[config.mk]
export PLATFORM = sky130hd
export DESIGN_NAME = seg7_scan_drv_flat
export DESIGN_NICKNAME = d
export VERILOG_FILES = /design/src/rtl/seg7_pkg.sv /design/src/rtl/seg7_scan_drv_if.sv /design/src/rtl/seg7_hex_decode.sv /design/src/rtl/seg7_scan_drv.sv /design/src/flat_wrapper.sv
export SDC_FILE = /design/constraint.sdc
export NUM_CORES = 1
export LEC_CHECK = 0
export BUFFER_PORTS_ARGS = -buffer_cell sky130_fd_sc_hd__buf_2
export CORE_UTILIZATION = 55
export DETAILED_ROUTE_END_ITERATION = 7
export GPL_TIMING_DRIVEN = 1
export PLACE_DENSITY_LB_ADDON = 0.05
export SKIP_CTS_REPAIR_TIMING = 1
export SYNTH_ARGS = -nofsm -noshare
export SYNTH_HDL_FRONTEND = slang
export SYNTH_SLANG_ARGS = --single-unit
[constraint.sdc]
create_clock -name clk -period 5.15 [get_ports clk]
set_input_delay 0.515 -clock clk [delete_from_list [all_inputs] [get_ports clk]]
set_output_delay 0.515 -clock clk [all_outputs]
set_load 0.1 [all_outputs]
[src/rtl/seg7_pkg.sv]
// seg7_pkg: shared constants, hex7 segment table and frame snapshot type for the scan driver.
package seg7_pkg;
  localparam int NUM_DIGITS = 8;
  localparam logic [7:0] SEG_OFF = 8'hFF;
  localparam logic [7:0] AN_OFF = 8'hFF;
  localparam logic [6:0] HEX7 [16] = '{
    7'h40, 7'h79, 7'h24, 7'h30, 7'h19, 7'h12, 7'h02, 7'h78,
    7'h00, 7'h10, 7'h08, 7'h03, 7'h46, 7'h21, 7'h06, 7'h0E
  };
  typedef struct packed {
    logic [4*NUM_DIGITS-1:0] num;
    logic [NUM_DIGITS-1:0]   pt;
    logic [NUM_DIGITS-1:0]   le;
  } seg7_frame_t;
endpackage

[src/rtl/seg7_scan_drv_if.sv]
// seg7_scan_drv_if: display word/masks from the multiplexer and the scanned display pins.
interface seg7_scan_drv_if;
  import seg7_pkg::*;
  logic [4*NUM_DIGITS-1:0] disp_num;
  logic [NUM_DIGITS-1:0]   point_in;
  logic [NUM_DIGITS-1:0]   le_in;
  logic [NUM_DIGITS-1:0]   an_n;
  logic [7:0]              seg_n;
  logic                    frame_start;
  modport master(output disp_num, point_in, le_in, input an_n, seg_n, frame_start);
  modport slave(input disp_num, point_in, le_in, output an_n, seg_n, frame_start);
endinterface

[src/rtl/seg7_hex_decode.sv]
// seg7_hex_decode: nibble to active-low g..a segment pattern.
module seg7_hex_decode
  import seg7_pkg::*;
(
  input  logic [3:0] nib,
  output logic [6:0] seg
);
  assign seg = HEX7[nib];
endmodule

[src/rtl/seg7_scan_drv.sv]
// seg7_scan_drv: 8-digit multiplexed 7-segment scanner with per-frame input snapshot,
// blink and a blank gap at the start of every digit slot.
module seg7_scan_drv
  import seg7_pkg::*;
#(
  parameter int SCAN_DIV   = 100000,
  parameter int BLANK_CYC  = 2000,
  parameter int BLINK_LOG2 = 25
) (
  input logic           clk,
  input logic           rst,
  seg7_scan_drv_if.slave bus
);
  localparam int CW = $clog2(SCAN_DIV);
  logic [CW-1:0]         cnt;
  logic [2:0]            dig;
  logic [BLINK_LOG2-1:0] bc;
  seg7_frame_t           sh;
  logic [3:0]            nib;
  logic [6:0]            hex;
  logic                  wrap, snap, blank, bp;
  always_comb begin
    wrap  = cnt == CW'(SCAN_DIV - 1);
    snap  = cnt == '0 && dig == '0;
    blank = cnt < CW'(BLANK_CYC);
    bp    = bc[BLINK_LOG2-1];
    nib   = sh.num[{dig, 2'b00} +: 4];
  end
  seg7_hex_decode u_dec (.nib(nib), .seg(hex));
  // Snapshot lands while slot 0 is still blanked, so stale shadow data is never shown.
  always_ff @(posedge clk or posedge rst) begin
    if (rst) begin
      cnt             <= '0;
      dig             <= '0;
      bc              <= '0;
      sh              <= '0;
      bus.an_n        <= AN_OFF;
      bus.seg_n       <= SEG_OFF;
      bus.frame_start <= 1'b0;
    end else begin
      cnt             <= wrap ? '0 : cnt + CW'(1);
      dig             <= wrap ? dig + 3'd1 : dig;
      bc              <= bc + BLINK_LOG2'(1);
      bus.frame_start <= snap;
      if (snap) sh <= '{num: bus.disp_num, pt: bus.point_in, le: bus.le_in};
      bus.an_n        <= blank ? AN_OFF : ~(8'h01 << dig);
      bus.seg_n       <= blank || (sh.le[dig] && bp) ? SEG_OFF : {~sh.pt[dig], hex};
    end
  end
endmodule

[src/flat_wrapper.sv]
// flat-port wrapper written by rule: the top's interface ports become plain ports
module seg7_scan_drv_flat import seg7_pkg::*;
#(
  parameter int SCAN_DIV   = 100000,
  parameter int BLANK_CYC  = 2000,
  parameter int BLINK_LOG2 = 25
)
  (clk, rst, bus_disp_num, bus_point_in, bus_le_in, bus_an_n, bus_seg_n, bus_frame_start);
  seg7_scan_drv_if bus_i ();
  input logic clk;
  input logic rst;
  input wire logic [$bits(bus_i.disp_num)-1:0] bus_disp_num;
  input wire logic [$bits(bus_i.point_in)-1:0] bus_point_in;
  input wire logic [$bits(bus_i.le_in)-1:0] bus_le_in;
  output wire logic [$bits(bus_i.an_n)-1:0] bus_an_n;
  output wire logic [$bits(bus_i.seg_n)-1:0] bus_seg_n;
  output wire logic [$bits(bus_i.frame_start)-1:0] bus_frame_start;
  assign bus_i.disp_num = bus_disp_num;
  assign bus_i.point_in = bus_point_in;
  assign bus_i.le_in = bus_le_in;
  assign bus_an_n = bus_i.an_n;
  assign bus_seg_n = bus_i.seg_n;
  assign bus_frame_start = bus_i.frame_start;
  seg7_scan_drv #(.SCAN_DIV(SCAN_DIV), .BLANK_CYC(BLANK_CYC), .BLINK_LOG2(BLINK_LOG2)) u_core (.clk(clk), .rst(rst), .bus(bus_i));
endmodule
==> reports/qor.csv <==
stage,metric,value,unit
detailed_routing,vias,3118,
detailed_routing,wl_per_cell,15.6,um
global_route,grt-ovfl-total,0,
power,finalPower,1.47,mW
setup_path,cpPeakStageDelay,0.93,ns
setup_path,cpLargestDelayFamily,multiplexers,
worst_hold_path,hold_path.class,primary input to async pin,
die,num_rows,34,
cts,cts_tree,built,
setup_path,r2r-end,u_core.bus.seg_n[0]$_DFF_PP1_,
detailed_routing,wirelength,8.94,mm
setup_path,worstReg2RegStart,u_core.dig[0]$_DFFE_PP0N_,
cts,clk_path_buf_depth,2,
setup_path,reg2reg_depth,5,
synth,syn-cell-area,5010,sq um
synth,synth.yosys.seq_area_share,55.3,%
synth,avgSynthCellArea,12.8,sq um
die,core,8760,sq um
die,die_area,9500,sq um
cells_and_area,final_cell_mix,"dfrtp_1 (94), buf_2 (66), nand2_1 (39)",
sta,fmax,0.338,GHz
sta,tns,0,ns
cts,clkTransAtPathRegs,0.11,ns
power,irDropWorstVdd,0.157,mV
setup_path,cp_max_fo,15,
sta,layout_min_cycle_time,2.96,ns
synth,synth_nets,458,
cts,clock-root-buffer,clkbuf_8,
cts,insertion_delay,0.38,ns
global_route,grt_pass1_vias,3081,
cells_and_area,final_util,64.0,%
setup_path,critPathArrivalTime,3.25,ns
global_route,grt_util_all_layers,20.8,%
detailed_routing,first_iter_violations,150,
power,p_leak,2.49,nW
die,pin_count,67,
setup_path,ff2ff_setup_slack,2.19,ns
setup_path,cp_slowest_cell,dfrtp_1,
synth,synth_edf_count,0,
cells_and_area,final_common_cell,dfrtp_1,
synth,syn_inst,393,
cts,numCtsBuffers,9,
cts,cts.sinks,110,
die,die_x,97.5,um
placement,place_area,5420,sq um
sta,drv_slew,0,
sta,fin_skew,0.0137,ns
sta,rsz0062_at_grt,false,
synth,synth_seq_cells,110,
cells_and_area,drive_gt1_share,32.4,%
global_route,grt_max_degree,57,
cts,htree_levels,3,
detailed_routing,firstDrtPassIters,6,
synth,synthDistinctLibCells,42,
sta,hold_viol_final,0,
setup_path,crit_buf_inv,0,
synth,ys_warn_count,0,
setup_path,cp.required,5.44,ns
sta,tightest_slew,1.02,ns
cells_and_area,stdcell_area,5610,sq um
global_route,grt_pass1_wl,15.4,mm
placement,hpwl,6.30,mm
setup_path,critPathKind,flop to flop,
placement,port_buffers,66,
setup_path,critPathLaunchType,flop,
die,start_util,57.2,%
synth,async_flop_share,100,%
sta,setup_violations,0,
cells_and_area,n_antenna_cell,0,
cells_and_area,layout.nets,526,
detailed_routing,drt.antenna.violating_nets,0,
run_status,outcome,completed,
power,p_per_area,262,nW/um^2
sta,slew-limit-headroom,30.1,%
cells_and_area,fillers,703,
detailed_routing,drc,0,
global_route,antenna_found_initial,0,
run,cap_violations,0,
synth,synth_top_flop_cell,dfrtp_1,
sta,finalCritPeriodShare,57.4,%
placement,gp_congestion,0.817,
die,die_h,97.5,um
cells_and_area,syn_to_final_growth,11.9,%
setup_path,cp-end-kind,flop,
setup_path,path_cells,mux4_2 -> mux2i_1 -> nand2b_1 -> o22ai_1 -> o21ai_0,
detailed_routing,vias_per_cell,5.43,
-- sequential cells by signal, summed over array words and instances, names as in the netlist --
name,cells
u_core.sh,48
u_core.bus.an_n,8
u_core.cnt,17
u_core.bc,25
u_core.bus.frame_start,1
u_core.dig,3
u_core.bus.seg_n,8
-- cell usage after synthesis (3+ instances only) --
library cell | count | area (sq um)
dfrtp_1 | 94 | 2350
nand2_1 | 39 | 146
mux2_2 | 31 | 349
nor2_1 | 27 | 101
xnor2_1 | 21 | 184
mux2_1 | 20 | 225
xor2_1 | 17 | 149
dfstp_2 | 16 | 420
ha_1 | 15 | 188
inv_1 | 15 | 56.3
mux4_2 | 12 | 270
nand3_1 | 12 | 60.1
nand4_1 | 9 | 56.3
nor3_1 | 7 | 35.0
o21ai_0 | 5 | 25.0
a21oi_1 | 4 | 20.0
and3_1 | 4 | 25.0
o211ai_1 | 4 | 30.0
or4_1 | 4 | 30.0
buf_2 | 3 | 15.0
buf_6 | 3 | 33.8
or3_1 | 3 | 18.8
-- worst max-delay path by stage --
stage / start / endpoint / slack, ns / depth (start not counted)
6_report: u_core.dig[0]$_DFFE_PP0N_ / u_core.bus.seg_n[0]$_DFF_PP1_ / 2.19 / 5
5_1_grt: u_core.dig[0]$_DFFE_PP0N_ / u_core.bus.seg_n[0]$_DFF_PP1_ / 1.93 / 5
4_1_cts: u_core.dig[0]$_DFFE_PP0N_ / u_core.bus.seg_n[0]$_DFF_PP1_ / 2.15 / 5
3_5_place_dp: u_core.dig[0]$_DFFE_PP0N_ / u_core.bus.seg_n[0]$_DFF_PP1_ / 2.18 / 5
3_3_place_gp: u_core.dig[0]$_DFFE_PP0N_ / u_core.sh[19]$_DFFE_PP0P_ / 2.31 / 7
2_1_floorplan: rst / u_core.bc[0]$_DFF_PP0_ / 1.76 / 1
-- metrics by stage --
stage               hold slack, ns  worst slack (ns)  cells
global route                 0.297              1.93    574
detailed placement           0.452              2.18    558
finish                       0.253              2.19    574
CTS                          0.262              2.15    574
floorplan                    0.432              1.76    393
global placement             0.448              2.31    558
-- layer usage --
metal  track usage [%]  vias to the layer above  wire, um
li1                  -                     1494         -
met1              30.5                     1557      4330
met2              31.2                       61      4180
met3              4.96                        6       344
met4              5.54                        0        82
met5                 0                        -         0
-- cell families after synthesis --
kind of cell,after synthesis,synth area share (%)
XOR/XNOR,38,6.64
flip-flops,110,55.3
buffers and inverters,27,2.69
adder cells (fa/ha/maj),15,3.74
AO/OA/AOI/OAI,20,2.59
multiplexers,65,17.2
AND/OR/NAND/NOR,118,11.8
-- final cells by class --
type	count	area, sq um	share of cell area (%)
timing repair buffer	68	345	6.16
multi-input combinational	256	2110	37.6
clock buffer	9	124	2.21
inverter	16	62.6	1.12
tap	108	135	2.41
clock inverter	7	63.8	1.14
sequential	110	2770	49.4
-- where the power goes --
group	switching (mW)	leakage (nW)	internal [mW]	total [mW]
sequential	0.00934	1.34	0.883	0.892
clock	0.312	0.0956	0.188	0.500
combinational	0.0398	1.06	0.0384	0.0782
total	0.361	2.49	1.11	1.47
No activity file was read; power rests on OpenSTA's default activity.
